## src/rtl/stack_pkg.sv

```systemverilog
// stack_pkg: shared types and constants for the LIFO stack controller.
//   op_e    - 3-bit opcode carried on stack_ctrl.op
//   state_e - controller FSM states
//   error-precedence constants documenting how competing conditions resolve
package stack_pkg;

  typedef enum logic [2:0] {
    OP_NOP   = 3'd0,
    OP_PUSH  = 3'd1,
    OP_POP   = 3'd2,
    OP_PEEK  = 3'd3,
    OP_DUP   = 3'd4,
    OP_SWAP  = 3'd5,
    OP_CLEAR = 3'd6,
    OP_ILL   = 3'd7
  } op_e;

  typedef enum logic {
    IDLE  = 1'b0,
    SWAP2 = 1'b1
  } state_e;

  // DUP on an empty stack is reported as underflow even though an empty
  // stack can never also be full; kept explicit so the intent survives if
  // the error flag is ever split into separate overflow/underflow bits.
  localparam bit DUP_UNDERFLOW_FIRST = 1'b1;

  // A new error raised in the same cycle as err_clr keeps err set.
  localparam bit ERR_SET_BEATS_CLR   = 1'b1;

endpackage

```

## src/rtl/stack_mem.sv

```systemverilog
// stack_mem: 2**D x W storage for the stack.
//   clk              - rising-edge clock
//   we/waddr/wdata   - single synchronous write port
//   raddr_a/rdata_a  - asynchronous read port A (top of stack)
//   raddr_b/rdata_b  - asynchronous read port B (penultimate entry)
// The array has no reset; unreachable entries simply hold stale data.
module stack_mem #(
  parameter int W = 8,
  parameter int D = 5
) (
  input  logic         clk,
  input  logic         we,
  input  logic [D-1:0] waddr,
  input  logic [W-1:0] wdata,
  input  logic [D-1:0] raddr_a,
  input  logic [D-1:0] raddr_b,
  output logic [W-1:0] rdata_a,
  output logic [W-1:0] rdata_b
);

  logic [W-1:0] mem [2**D];

  always_ff @(posedge clk) begin
    if (we) mem[waddr] <= wdata;
  end

  assign rdata_a = mem[raddr_a];
  assign rdata_b = mem[raddr_b];

endmodule

```

## src/rtl/stack_ctrl.sv

```systemverilog
// stack_ctrl: sequencer for a 2**D-entry LIFO.
//   clk, reset         - clock, synchronous active-high reset
//   op_valid/op_ready  - operation handshake; op, push_data carry the request
//   rsp_valid/rsp_data/rsp_err - registered one-cycle POP/PEEK result
//   top_val/pen_val    - live entries at depth-1 / depth-2 (0 if absent)
//   depth/empty/full   - occupancy
//   err/err_clr        - sticky error flag and its clear
module stack_ctrl
  import stack_pkg::*;
#(
  parameter int W = 8,
  parameter int D = 5
) (
  input  logic         clk,
  input  logic         reset,
  input  logic         op_valid,
  output logic         op_ready,
  input  logic [2:0]   op,
  input  logic [W-1:0] push_data,
  output logic         rsp_valid,
  output logic [W-1:0] rsp_data,
  output logic         rsp_err,
  output logic [W-1:0] top_val,
  output logic [W-1:0] pen_val,
  output logic [D:0]   depth,
  output logic         empty,
  output logic         full,
  output logic         err,
  input  logic         err_clr
);

  localparam logic [D:0] ONE = (D+1)'(1);
  localparam logic [D:0] TWO = (D+1)'(2);
  localparam logic [D:0] CAP = ONE << D;

  state_e       state, state_nxt;
  logic [D:0]   depth_nxt;
  logic [D:0]   dm1, dm2;
  logic [D-1:0] top_idx, pen_idx;
  logic [W-1:0] rd_a, rd_b;
  logic [W-1:0] swap_hold;
  logic         acc;
  op_e          opc;

  logic         we;
  logic [D-1:0] waddr;
  logic [W-1:0] wdata;
  logic         hold_ld;
  logic         rsp_ld;
  logic         rsp_err_nxt;
  logic         err_set;

  assign opc      = op_e'(op);
  assign op_ready = (state == IDLE) && !reset;
  assign acc      = op_valid && op_ready;

  assign empty = (depth == '0);
  assign full  = (depth == CAP);

  // Index arithmetic is D+1 wide; the low D bits address the array.
  // With depth==CAP, depth-1 truncates to the last entry as intended.
  assign dm1     = depth - ONE;
  assign dm2     = depth - TWO;
  assign top_idx = dm1[D-1:0];
  assign pen_idx = dm2[D-1:0];

  assign top_val = (depth >= ONE) ? rd_a : '0;
  assign pen_val = (depth >= TWO) ? rd_b : '0;

  stack_mem #(.W(W), .D(D)) u_mem (
    .clk     (clk),
    .we      (we && !reset),   // reset aborts an in-flight SWAP2 write
    .waddr   (waddr),
    .wdata   (wdata),
    .raddr_a (top_idx),
    .raddr_b (pen_idx),
    .rdata_a (rd_a),
    .rdata_b (rd_b)
  );

  always_comb begin
    state_nxt   = state;
    depth_nxt   = depth;
    we          = 1'b0;
    waddr       = depth[D-1:0];
    wdata       = push_data;
    hold_ld     = 1'b0;
    rsp_ld      = 1'b0;
    rsp_err_nxt = 1'b0;
    err_set     = 1'b0;
    case (state)
      IDLE: begin
        if (acc) begin
          case (opc)
            OP_PUSH: begin
              if (full) begin
                err_set = 1'b1;
              end else begin
                we        = 1'b1;
                depth_nxt = depth + ONE;
              end
            end
            OP_POP, OP_PEEK: begin
              rsp_ld = 1'b1;
              if (empty) begin
                rsp_err_nxt = 1'b1;
                err_set     = 1'b1;
              end else if (opc == OP_POP) begin
                depth_nxt = dm1;
              end
            end
            OP_DUP: begin
              if ((DUP_UNDERFLOW_FIRST && empty) || full || empty) begin
                err_set = 1'b1;
              end else begin
                we        = 1'b1;
                wdata     = top_val;
                depth_nxt = depth + ONE;
              end
            end
            OP_SWAP: begin
              if (depth < TWO) begin
                err_set = 1'b1;
              end else begin
                // First half: old pen overwrites top; old top parked.
                we        = 1'b1;
                waddr     = top_idx;
                wdata     = pen_val;
                hold_ld   = 1'b1;
                state_nxt = SWAP2;
              end
            end
            OP_CLEAR: depth_nxt = '0;
            OP_ILL:   err_set   = 1'b1;
            default: ;
          endcase
        end
      end
      SWAP2: begin
        we        = 1'b1;
        waddr     = pen_idx;
        wdata     = swap_hold;
        state_nxt = IDLE;
      end
      default: state_nxt = IDLE;
    endcase
  end

  always_ff @(posedge clk) begin
    if (reset) begin
      state     <= IDLE;
      depth     <= '0;
      err       <= 1'b0;
      rsp_valid <= 1'b0;
      rsp_err   <= 1'b0;
      rsp_data  <= '0;
      swap_hold <= '0;
    end else begin
      state     <= state_nxt;
      depth     <= depth_nxt;
      rsp_valid <= rsp_ld;
      rsp_err   <= rsp_err_nxt;
      rsp_data  <= (rsp_ld && !rsp_err_nxt) ? top_val : '0;
      if (hold_ld) swap_hold <= top_val;
      if (ERR_SET_BEATS_CLR) err <= err_set | (err & ~err_clr);
      else                   err <= (err | err_set) & ~err_clr;
    end
  end

endmodule

```

## config.mk

```make
export PLATFORM = sky130hd
export DESIGN_NAME = stack_ctrl
export DESIGN_NICKNAME = d
export VERILOG_FILES = /design/src/rtl/stack_pkg.sv /design/src/rtl/stack_mem.sv /design/src/rtl/stack_ctrl.sv
export SDC_FILE = /design/constraint.sdc
export NUM_CORES = 1
export LEC_CHECK = 0
export BUFFER_PORTS_ARGS = -buffer_cell sky130_fd_sc_hd__buf_2
export CAP_MARGIN = 20
export CORE_MARGIN = 2
export CORE_UTILIZATION = 39
export CTS_BUF_LIST = sky130_fd_sc_hd__clkbuf_16
export DETAILED_ROUTE_END_ITERATION = 12
export PLACE_DENSITY = 0.51
export SLEW_MARGIN = 30
export SYNTH_ARGS = -nofsm -noshare
export SYNTH_HDL_FRONTEND = slang
export SYNTH_SLANG_ARGS = --single-unit
```

## constraint.sdc

```tcl
create_clock -name clk -period 10.68 [get_ports clk]
set_clock_uncertainty 0.1 [all_clocks]
set_input_delay 2.136 -clock clk [delete_from_list [all_inputs] [get_ports clk]]
set_output_delay 2.136 -clock clk [all_outputs]
set_load 0.05 [all_outputs]
```

==> results of run 1 <==
-- state kept, by name, summed over array words and instances (netlist names) --
| name | flops |
|---|---|
| u_mem.mem | 256 |
| rsp_err | 1 |
| depth | 6 |
| swap_hold | 8 |
| state | 1 |
| rsp_valid | 1 |
| rsp_data | 8 |
| err | 1 |
-- final cells by class --
cell class                      instances  area (um2)
Fill cell                            3183       20200
Sequential cell                       282        8220
Multi-Input combinational cell        551        5800
Timing Repair Buffer                   74         458
Clock buffer                           31         776
Clock inverter                         26         234
Inverter                                8        30.0
Tap cell                              468         586
-- path summary, 6_finish.rpt --
kind	start	to	slack [ps]	cells after the start
worst max-delay path	depth[1]$_SDFFE_PP0P_	top_val[4]	3720	8
worst max register to register	depth[1]$_SDFFE_PP0P_	u_mem.mem[27][4]$_DFFE_PP_	5930	10
worst min register to register	swap_hold[1]$_SDFFE_PP0P_	swap_hold[1]$_SDFFE_PP0P_	350	2
worst min-delay path	swap_hold[1]$_SDFFE_PP0P_	swap_hold[1]$_SDFFE_PP0P_	350	2
-- worst max-delay path, delay by kind of cell (launching register included) --
family	cells	cell delay [ps]
adder cells (fa/ha/maj)	1	470
flip-flops	1	730
multiplexers	3	1440
buffers and inverters	3	1320
AND/OR/NAND/NOR	1	80
-- power groups by stage --
stage / Combinational (mW) / Clock [mW] / Sequential [mW]
after global placement: 0.320 / 0 / 1.24
after global routing: 0.343 / 1.15 / 1.22
after floorplan: 0.222 / 0 / 1.24
final: 0.327 / 1.08 / 1.22
after CTS: 0.326 / 1.10 / 1.22
after detailed placement: 0.325 / 0 / 1.24
-- cells in the final DEF (no fill, tap or decap), drive strengths merged, types with 5 or more instances in the layout --
master	instances
edfxtp	256
a211oi	11
nor2b	5
nand2b	10
a21oi	21
xnor2	8
nand3	27
o21ai	22
nor2	70
a21o	10
mux2	12
clkinv	17
mux4	118
buf	74
a22oi	23
inv	11
dfxtp	26
ha	8
nand2	51
a31oi	12
mux2i	76
o22ai	11
clkbuf	31
-- metrics by stage --
step / setup slack, ps / instances / power [mW] / hold WS, ps / area [um2]
floorplan: 4730 / 906 / 1.46 / 322 / 14300
global placement: 4350 / 1381 / 1.56 / 332 / 15000
detailed placement: 4260 / 1383 / 1.57 / 341 / 15100
CTS: 3630 / 1440 / 2.64 / 352 / 16100
global route: 3520 / 1440 / 2.71 / 375 / 16100
finish: 3720 / 1440 / 2.63 / 353 / 16100
-- cells by family after synthesis --
family | count (synthesis) | share of synthesized area [%]
and+or+nand+nor | 188 | 6.19
DFF | 282 | 57.3
adders and majority gates | 8 | 0.699
muxes | 206 | 25.0
buffers and inverters | 73 | 3.13
xor gates and xnor gates | 10 | 0.664
AOI/OAI and AO/OA | 139 | 6.94
-- layer usage --
metal,global-route usage [%],wire (um)
met5,0,0
met4,8.57,1680
met3,3.32,2960
met2,35.0,19700
met1,31.3,17800
==> impl_metrics.xml, run 1 <==
<?xml version="1.0" encoding="UTF-8"?>
<metrics>
  <group name="outcome">
    <metric name="run_status" unit="">completed</metric>
  </group>
  <group name="hold_path">
    <metric name="hp-class" unit="">reg -&gt; reg</metric>
  </group>
  <group name="synth">
    <metric name="synth_area" unit="um2">14300</metric>
    <metric name="netlist-cell-type-count" unit="">67</metric>
    <metric name="synth_enable_flop_cells" unit="">256</metric>
    <metric name="synth-seq-cells" unit="">282</metric>
    <metric name="ys_seq_area_share" unit="%">57.3</metric>
    <metric name="ys_dominant_reg_cell" unit="">edfxtp_1</metric>
    <metric name="synth.top_cell.area_share" unit="%">53.7</metric>
    <metric name="synth_area_leader_cell" unit="">edfxtp_1</metric>
    <metric name="async_reset_ff_share" unit="%">0</metric>
    <metric name="syn_avg_cell_area" unit="um2">15.8</metric>
    <metric name="synth_most_common_cell" unit="">edfxtp_1</metric>
    <metric name="syn_inst" unit="">906</metric>
    <metric name="ys_top_cells_by_area" unit="">edfxtp_1 (54%), mux4_2 (17%), mux2i_1 (5.3%)</metric>
    <metric name="post_synth_most_frequent_cells" unit="">edfxtp_1 (256), mux4_2 (109), mux2i_1 (76)</metric>
    <metric name="yosys_warnings" unit="">0</metric>
    <metric name="synth.net_count" unit="">929</metric>
  </group>
  <group name="global_route">
    <metric name="global_route_wire_length_before_repair" unit="mm">61.6</metric>
    <metric name="grt_start_max_net_pins" unit="">59</metric>
    <metric name="grt_antenna_before_repair" unit="">0</metric>
    <metric name="grt_pass1_vias" unit="">8836</metric>
    <metric name="combined_global_route_utilization_of_all_metal_layers" unit="%">22.2</metric>
    <metric name="globalRouteOverflowTotal" unit="">0</metric>
  </group>
  <group name="sta">
    <metric name="final-max-slew-violation-count" unit="">0</metric>
    <metric name="period_minus_slack" unit="ps">6960</metric>
    <metric name="max_freq" unit="GHz">0.144</metric>
    <metric name="slew-limit-headroom" unit="%">33.7</metric>
    <metric name="worst-slew-pin-transition" unit="ps">991</metric>
    <metric name="finalHoldViolCount" unit="">0</metric>
    <metric name="tns" unit="ps">0</metric>
    <metric name="finalSetupViolCount" unit="">0</metric>
    <metric name="rsz_0062_raised_after_global_routing" unit="">false</metric>
    <metric name="layout_worst_path_cycle_share" unit="%">65.2</metric>
  </group>
  <group name="placement">
    <metric name="dp_hpwl" unit="mm">28.4</metric>
    <metric name="place_congestion" unit="">0.869</metric>
    <metric name="port_buffers" unit="">50</metric>
  </group>
  <group name="worst_setup_path">
    <metric name="worst_path_largest_cell_delay" unit="ps">760</metric>
    <metric name="timing.critical_path.to_type" unit="">output port</metric>
    <metric name="start_kind" unit="">register</metric>
    <metric name="critical_path_class" unit="">reg -&gt; out</metric>
    <metric name="worst_path_most_repeated_cell" unit="">mux4_2</metric>
    <metric name="worstPathRequired" unit="ps">8440</metric>
    <metric name="worst_path_maximum_fanout" unit="">58</metric>
    <metric name="worst_ep_arrival_time" unit="ps">4720</metric>
    <metric name="crit_path_cell_trace" unit="">inv_2 -&gt; ha_4 -&gt; buf_4 -&gt; mux4_2 -&gt; mux4_2 -&gt; mux2i_1 -&gt; nor2_1 -&gt; buf_2</metric>
    <metric name="slowest_stage_cell_on_the_critical_path" unit="">buf_4</metric>
  </group>
  <group name="power">
    <metric name="static-leakage-power" unit="nW">5.03</metric>
    <metric name="worst_ir_drop_on_vdd" unit="V">0.000119</metric>
    <metric name="pwr-share-clk" unit="%">41.1</metric>
    <metric name="pwr-share-seq" unit="%">46.4</metric>
    <metric name="power.switching" unit="uW">681</metric>
    <metric name="p_per_area" unit="nW/um2">163</metric>
    <metric name="comb_power_share" unit="%">12.4</metric>
    <metric name="switching_share" unit="%">25.9</metric>
    <metric name="power_report.internal_total" unit="mW">1.95</metric>
  </group>
  <group name="cells_and_area">
    <metric name="design.final.nets" unit="">971</metric>
    <metric name="synthToLayoutAreaGrowth" unit="%">12.5</metric>
    <metric name="drive_above_1_share" unit="%">31.2</metric>
    <metric name="layout_utilization" unit="%">44.3</metric>
    <metric name="antenna-diode-count" unit="">0</metric>
  </group>
  <group name="clocking">
    <metric name="cts_post_setup_buffers_inserted" unit="">0</metric>
    <metric name="tritoncts" unit="">yes</metric>
    <metric name="post_cts_resized" unit="">0</metric>
    <metric name="clk_latency" unit="ps">590</metric>
    <metric name="htree_num_levels" unit="">1</metric>
    <metric name="cts_inserted_buffers" unit="">31</metric>
    <metric name="clock_sink_total" unit="">282</metric>
    <metric name="cts.hold.buffers_added" unit="">0</metric>
    <metric name="clock_tree.buffer_depth" unit="">3</metric>
    <metric name="cts.reportedPaths.clkPinSlew" unit="ps">70</metric>
    <metric name="cts_root_buf" unit="">clkbuf_16</metric>
  </group>
  <group name="routing">
    <metric name="drt_first_iter_violations" unit="">794</metric>
    <metric name="route.detailed.drc" unit="">0</metric>
    <metric name="drt_wl_total" unit="mm">42.1</metric>
    <metric name="vias" unit="">8839</metric>
    <metric name="via_per_inst" unit="">6.14</metric>
    <metric name="drt_pre_antenna_iters" unit="">5</metric>
    <metric name="route.detailed.wl_per_inst" unit="um">29.2</metric>
    <metric name="route.antenna.remaining_nets" unit="">0</metric>
  </group>
  <group name="floorplan">
    <metric name="fp.dieH" unit="um">196</metric>
    <metric name="die-width" unit="um">196</metric>
    <metric name="placementRows" unit="">70</metric>
    <metric name="core_area" unit="um2">36300</metric>
    <metric name="fp.dieArea" unit="um2">38300</metric>
    <metric name="floorplan.initialDensity" unit="%">39.4</metric>
    <metric name="io-pin-count" unit="">51</metric>
  </group>
  <group name="flow_run">
    <metric name="max_cap_viol_count" unit="">0</metric>
  </group>
</metrics>
(Power assumes the default switching activity.)
==> inputs of run 2 (changes only) <==
--- a/config.mk
+++ b/config.mk
@@ -5,6 +5,7 @@
 export SDC_FILE = /design/constraint.sdc
 export NUM_CORES = 1
 export LEC_CHECK = 0
+export ABC_AREA = 1
 export BUFFER_PORTS_ARGS = -buffer_cell sky130_fd_sc_hd__buf_2
 export CAP_MARGIN = 20
 export CORE_MARGIN = 2
==> constraint.sdc (replaced) <==
create_clock -name clk -period 6.75 [get_ports clk]
set_clock_uncertainty 0.1 [all_clocks]
set_input_delay 1.35 -clock clk [delete_from_list [all_inputs] [get_ports clk]]
set_output_delay 1.35 -clock clk [all_outputs]
set_load 0.05 [all_outputs]
==> run 2 against run 1 <==
Critical endpoint is now top_val[5]. Synthesized area increased by 7.3%. Synthesized cell count rose by 110%. Sequential power up 59%. Hold slack better by 22 ps. Critical path type unchanged. Non-clock buffer count decreased by 1.
==> impl_metrics.xml, run 2 <==
<?xml version="1.0" encoding="UTF-8"?>
<metrics>
  <group name="synth">
    <metric name="ys_top_cells_by_area" unit="">edfxtp_1 (50%), nand2_1 (15%), nand3_1 (13%)</metric>
    <metric name="dominant_combinational_cell_family_by_area_after_synthesis" unit="">simple AND/OR/NAND/NOR gates</metric>
    <metric name="synth-simple-area-share" unit="%">33.7</metric>
    <metric name="async_reset_ff_share" unit="%">0</metric>
    <metric name="area_share_of_fa_ha_maj_cells_after_synthesis" unit="%">0.652</metric>
    <metric name="netlist-cell-type-count" unit="">37</metric>
    <metric name="proportion_of_synthesized_area_in_mux_cells" unit="%">0</metric>
    <metric name="syn_inst" unit="">1879</metric>
    <metric name="synth_area" unit="um2">15400</metric>
    <metric name="synth.net_count" unit="">1902</metric>
    <metric name="syn_avg_cell_area" unit="um2">8.18</metric>
    <metric name="synth-seq-cells" unit="">282</metric>
    <metric name="synth_area_leader_cell" unit="">edfxtp_1</metric>
    <metric name="ys_seq_area_share" unit="%">53.4</metric>
    <metric name="yosys_warnings" unit="">0</metric>
    <metric name="post_synth_most_frequent_cells" unit="">nand2_1 (625), nand3_1 (411), edfxtp_1 (256)</metric>
    <metric name="ys_dominant_reg_cell" unit="">edfxtp_1</metric>
    <metric name="synth_most_common_cell" unit="">nand2_1</metric>
    <metric name="synth.top_cell.area_share" unit="%">50.0</metric>
    <metric name="synthXorXnorAreaFrac" unit="%">1.08</metric>
    <metric name="synth_enable_flop_cells" unit="">256</metric>
    <metric name="synth_compound_area_share" unit="%">4.07</metric>
  </group>
  <group name="placement">
    <metric name="place_congestion" unit="">0.868</metric>
    <metric name="placement.setup.worst_slack" unit="ps">1540</metric>
    <metric name="dp_hpwl" unit="mm">32.5</metric>
    <metric name="port_buffers" unit="">50</metric>
  </group>
  <group name="sta">
    <metric name="rsz_0062_raised_after_global_routing" unit="">false</metric>
    <metric name="max_freq" unit="GHz">0.173</metric>
    <metric name="period_minus_slack" unit="ps">5770</metric>
    <metric name="tns" unit="ps">0</metric>
    <metric name="worst-slew-pin-transition" unit="ps">998</metric>
    <metric name="final.hold.worst_slack" unit="ps">375</metric>
    <metric name="post-route-worst-setup-slack" unit="ps">982</metric>
    <metric name="slew-limit-headroom" unit="%">33.5</metric>
    <metric name="final-max-slew-violation-count" unit="">0</metric>
    <metric name="finalSetupViolCount" unit="">0</metric>
    <metric name="finalHoldViolCount" unit="">0</metric>
    <metric name="layout_worst_path_cycle_share" unit="%">85.5</metric>
  </group>
  <group name="worst_setup_path">
    <metric name="worst_path_most_repeated_cell" unit="">nand3_1</metric>
    <metric name="timing.critical_path.to_type" unit="">output port</metric>
    <metric name="worst_path_largest_cell_delay" unit="ps">730</metric>
    <metric name="crit_path_cell_trace" unit="">inv_2 -&gt; ha_2 -&gt; buf_4 -&gt; nand3_1 -&gt; nand3_1 -&gt; nand3_1 -&gt; nand3_1 -&gt; nand2_1 -&gt; nand2_1 -&gt; inv_1 -&gt; buf_2</metric>
    <metric name="worstPathRequired" unit="ps">5300</metric>
    <metric name="critical_path_class" unit="">reg -&gt; out</metric>
    <metric name="worst_path_maximum_fanout" unit="">66</metric>
    <metric name="worst-r2r-cell-count" unit="">12</metric>
    <metric name="crit_cells" unit="">11</metric>
    <metric name="cp.buffers_inverters" unit="">4</metric>
    <metric name="worst_ep_arrival_time" unit="ps">4320</metric>
    <metric name="slowest_stage_cell_on_the_critical_path" unit="">buf_4</metric>
    <metric name="cpLargestDelayFamily" unit="">buffers and inverters</metric>
    <metric name="start_kind" unit="">register</metric>
  </group>
  <group name="power">
    <metric name="p_per_area" unit="nW/um2">266</metric>
    <metric name="static-leakage-power" unit="nW">7.11</metric>
    <metric name="worst_ir_drop_on_vdd" unit="V">0.000160</metric>
  </group>
  <group name="clocking">
    <metric name="clock_tree.buffer_depth" unit="">3</metric>
    <metric name="cts.hold.buffers_added" unit="">0</metric>
    <metric name="cts_root_buf" unit="">clkbuf_16</metric>
    <metric name="clk_latency" unit="ps">520</metric>
    <metric name="cts_inserted_buffers" unit="">34</metric>
    <metric name="post_cts_resized" unit="">0</metric>
    <metric name="cts.reportedPaths.clkPinSlew" unit="ps">60</metric>
    <metric name="clock_sink_total" unit="">282</metric>
    <metric name="htree_num_levels" unit="">2</metric>
    <metric name="tritoncts" unit="">yes</metric>
    <metric name="cts_post_setup_buffers_inserted" unit="">0</metric>
  </group>
  <group name="cells_and_area">
    <metric name="layout_utilization" unit="%">43.9</metric>
    <metric name="largest_reg_by_ff_count" unit="">u_mem.mem</metric>
    <metric name="design.final.nets" unit="">1898</metric>
    <metric name="seq_area" unit="um2">8220</metric>
    <metric name="multi_input_comb_area" unit="um2">6090</metric>
    <metric name="antenna-diode-count" unit="">0</metric>
    <metric name="final_common_cell" unit="">nand2_1</metric>
    <metric name="synthToLayoutAreaGrowth" unit="%">10.8</metric>
    <metric name="leading_cell_types_in_the_layout_fill_and_taps_excluded" unit="">nand2_1 (625), nand3_1 (411), edfxtp_1 (256), inv_1 (151), nor2_1 (126)</metric>
    <metric name="biggestRegsByFlops" unit="">u_mem.mem (256), rsp_data (8), swap_hold (8)</metric>
    <metric name="fillCellCount" unit="">3795</metric>
    <metric name="largest_register_ff_count" unit="">256</metric>
    <metric name="drive_above_1_share" unit="%">9.42</metric>
  </group>
  <group name="global_route">
    <metric name="global_route_wire_length_before_repair" unit="mm">76.1</metric>
    <metric name="grt_antenna_before_repair" unit="">0</metric>
    <metric name="grt_start_max_net_pins" unit="">259</metric>
    <metric name="combined_global_route_utilization_of_all_metal_layers" unit="%">24.8</metric>
    <metric name="globalRouteOverflowTotal" unit="">0</metric>
    <metric name="grt_pass1_vias" unit="">12000</metric>
  </group>
  <group name="outcome">
    <metric name="run_status" unit="">completed</metric>
  </group>
  <group name="floorplan">
    <metric name="fp.dieArea" unit="um2">41000</metric>
    <metric name="fp.dieH" unit="um">202</metric>
    <metric name="die-width" unit="um">202</metric>
    <metric name="core_area" unit="um2">38700</metric>
    <metric name="placementRows" unit="">72</metric>
    <metric name="floorplan.initialDensity" unit="%">39.7</metric>
    <metric name="io-pin-count" unit="">51</metric>
  </group>
  <group name="routing">
    <metric name="drt_pre_antenna_iters" unit="">5</metric>
    <metric name="route.detailed.drc" unit="">0</metric>
    <metric name="vias" unit="">13000</metric>
    <metric name="drt_first_iter_violations" unit="">1302</metric>
    <metric name="route.detailed.wl_per_inst" unit="um">21.2</metric>
    <metric name="via_per_inst" unit="">5.39</metric>
    <metric name="drt_wl_total" unit="mm">51.2</metric>
    <metric name="route.antenna.remaining_nets" unit="">0</metric>
  </group>
  <group name="hold_path">
    <metric name="timing.hold.worst_path_depth" unit="">2</metric>
    <metric name="hp-class" unit="">reg -&gt; reg</metric>
  </group>
  <group name="flow_run">
    <metric name="max_cap_viol_count" unit="">0</metric>
  </group>
</metrics>
==> run 2: changes by cell type in the layout (fill, tap and decap cells not counted), moves of 11 or more <==
cell     change
mux4_2     -109
nand3_1    +384
a21oi_1     +11
a22oi_1     -17
nand2_1    +574
o21ai_0     +52
nor2_1      +77
mux2i_1     -76
inv_1      +143
mux2_2      -12
==> run 2: power breakdown <==
group / switching, mW / leakage [nW] / internal, mW
Sequential: 0.0169 / 2.51 / 1.92
Combinational: 0.675 / 4.05 / 0.201
Clock: 0.730 / 0.537 / 0.978
==> run 2: cells by family after synthesis <==
kind of cell | Yosys count
AND/OR/NAND/NOR | 1201
XOR/XNOR | 10
flip-flops | 282
AO/OA/AOI/OAI | 110
adder cells (fa/ha/maj) | 8
buffers and inverters | 268
==> run 2: per-layer routing <==
layer  vias up  routed length (um)  track usage (%)
li1       6220                   -                -
met1      6234               22800             34.5
met2       493               23000             39.1
met3        92                3460             3.92
met4         0                2050             9.67
met5         -                   0                0
==> run 2: worst register-to-register path: stages (launching register included) <==
cell and delay (ps):
dfxtp_4 670, inv_2 420, buf_4 350, ha_1 230
nand2_1 80, nand2_2 140, xor2_4 690, nand2_2 140
a31oi_4 310, inv_2 120, nor2_4 100, nand2_1 140
nor2_1 760
==> run 2: worst paths after layout <==
path,startpoint,to,slack (ps)
max reg2reg,depth[1]$_SDFFE_PP0P_,u_mem.mem[26][3]$_DFFE_PP_,2100
min,err$_SDFF_PP0_,err$_SDFF_PP0_,380
min reg2reg,err$_SDFF_PP0_,err$_SDFF_PP0_,380
max,depth[1]$_SDFFE_PP0P_,top_val[5],980
==> run 2: final cells by class <==
| cell class | instances | share of cell area [%] |
|---|---|---|
| Timing Repair Buffer | 73 | 2.68 |
| Inverter | 155 | 3.45 |
| Tap cell | 518 | 3.81 |
| Clock inverter | 26 | 0.860 |
| Sequential cell | 282 | 48.3 |
| Multi-Input combinational cell | 1329 | 35.8 |
| Clock buffer | 35 | 5.15 |
==> run 2: per-stage QoR <==
stage	power [mW]	area [um2]	std cells
after floorplan	2.54	15400	1879
after global placement	2.84	15900	2356
after detailed placement	2.84	16000	2356
after CTS	4.54	17000	2417
after global routing	4.68	17000	2418
final	4.52	17000	2418
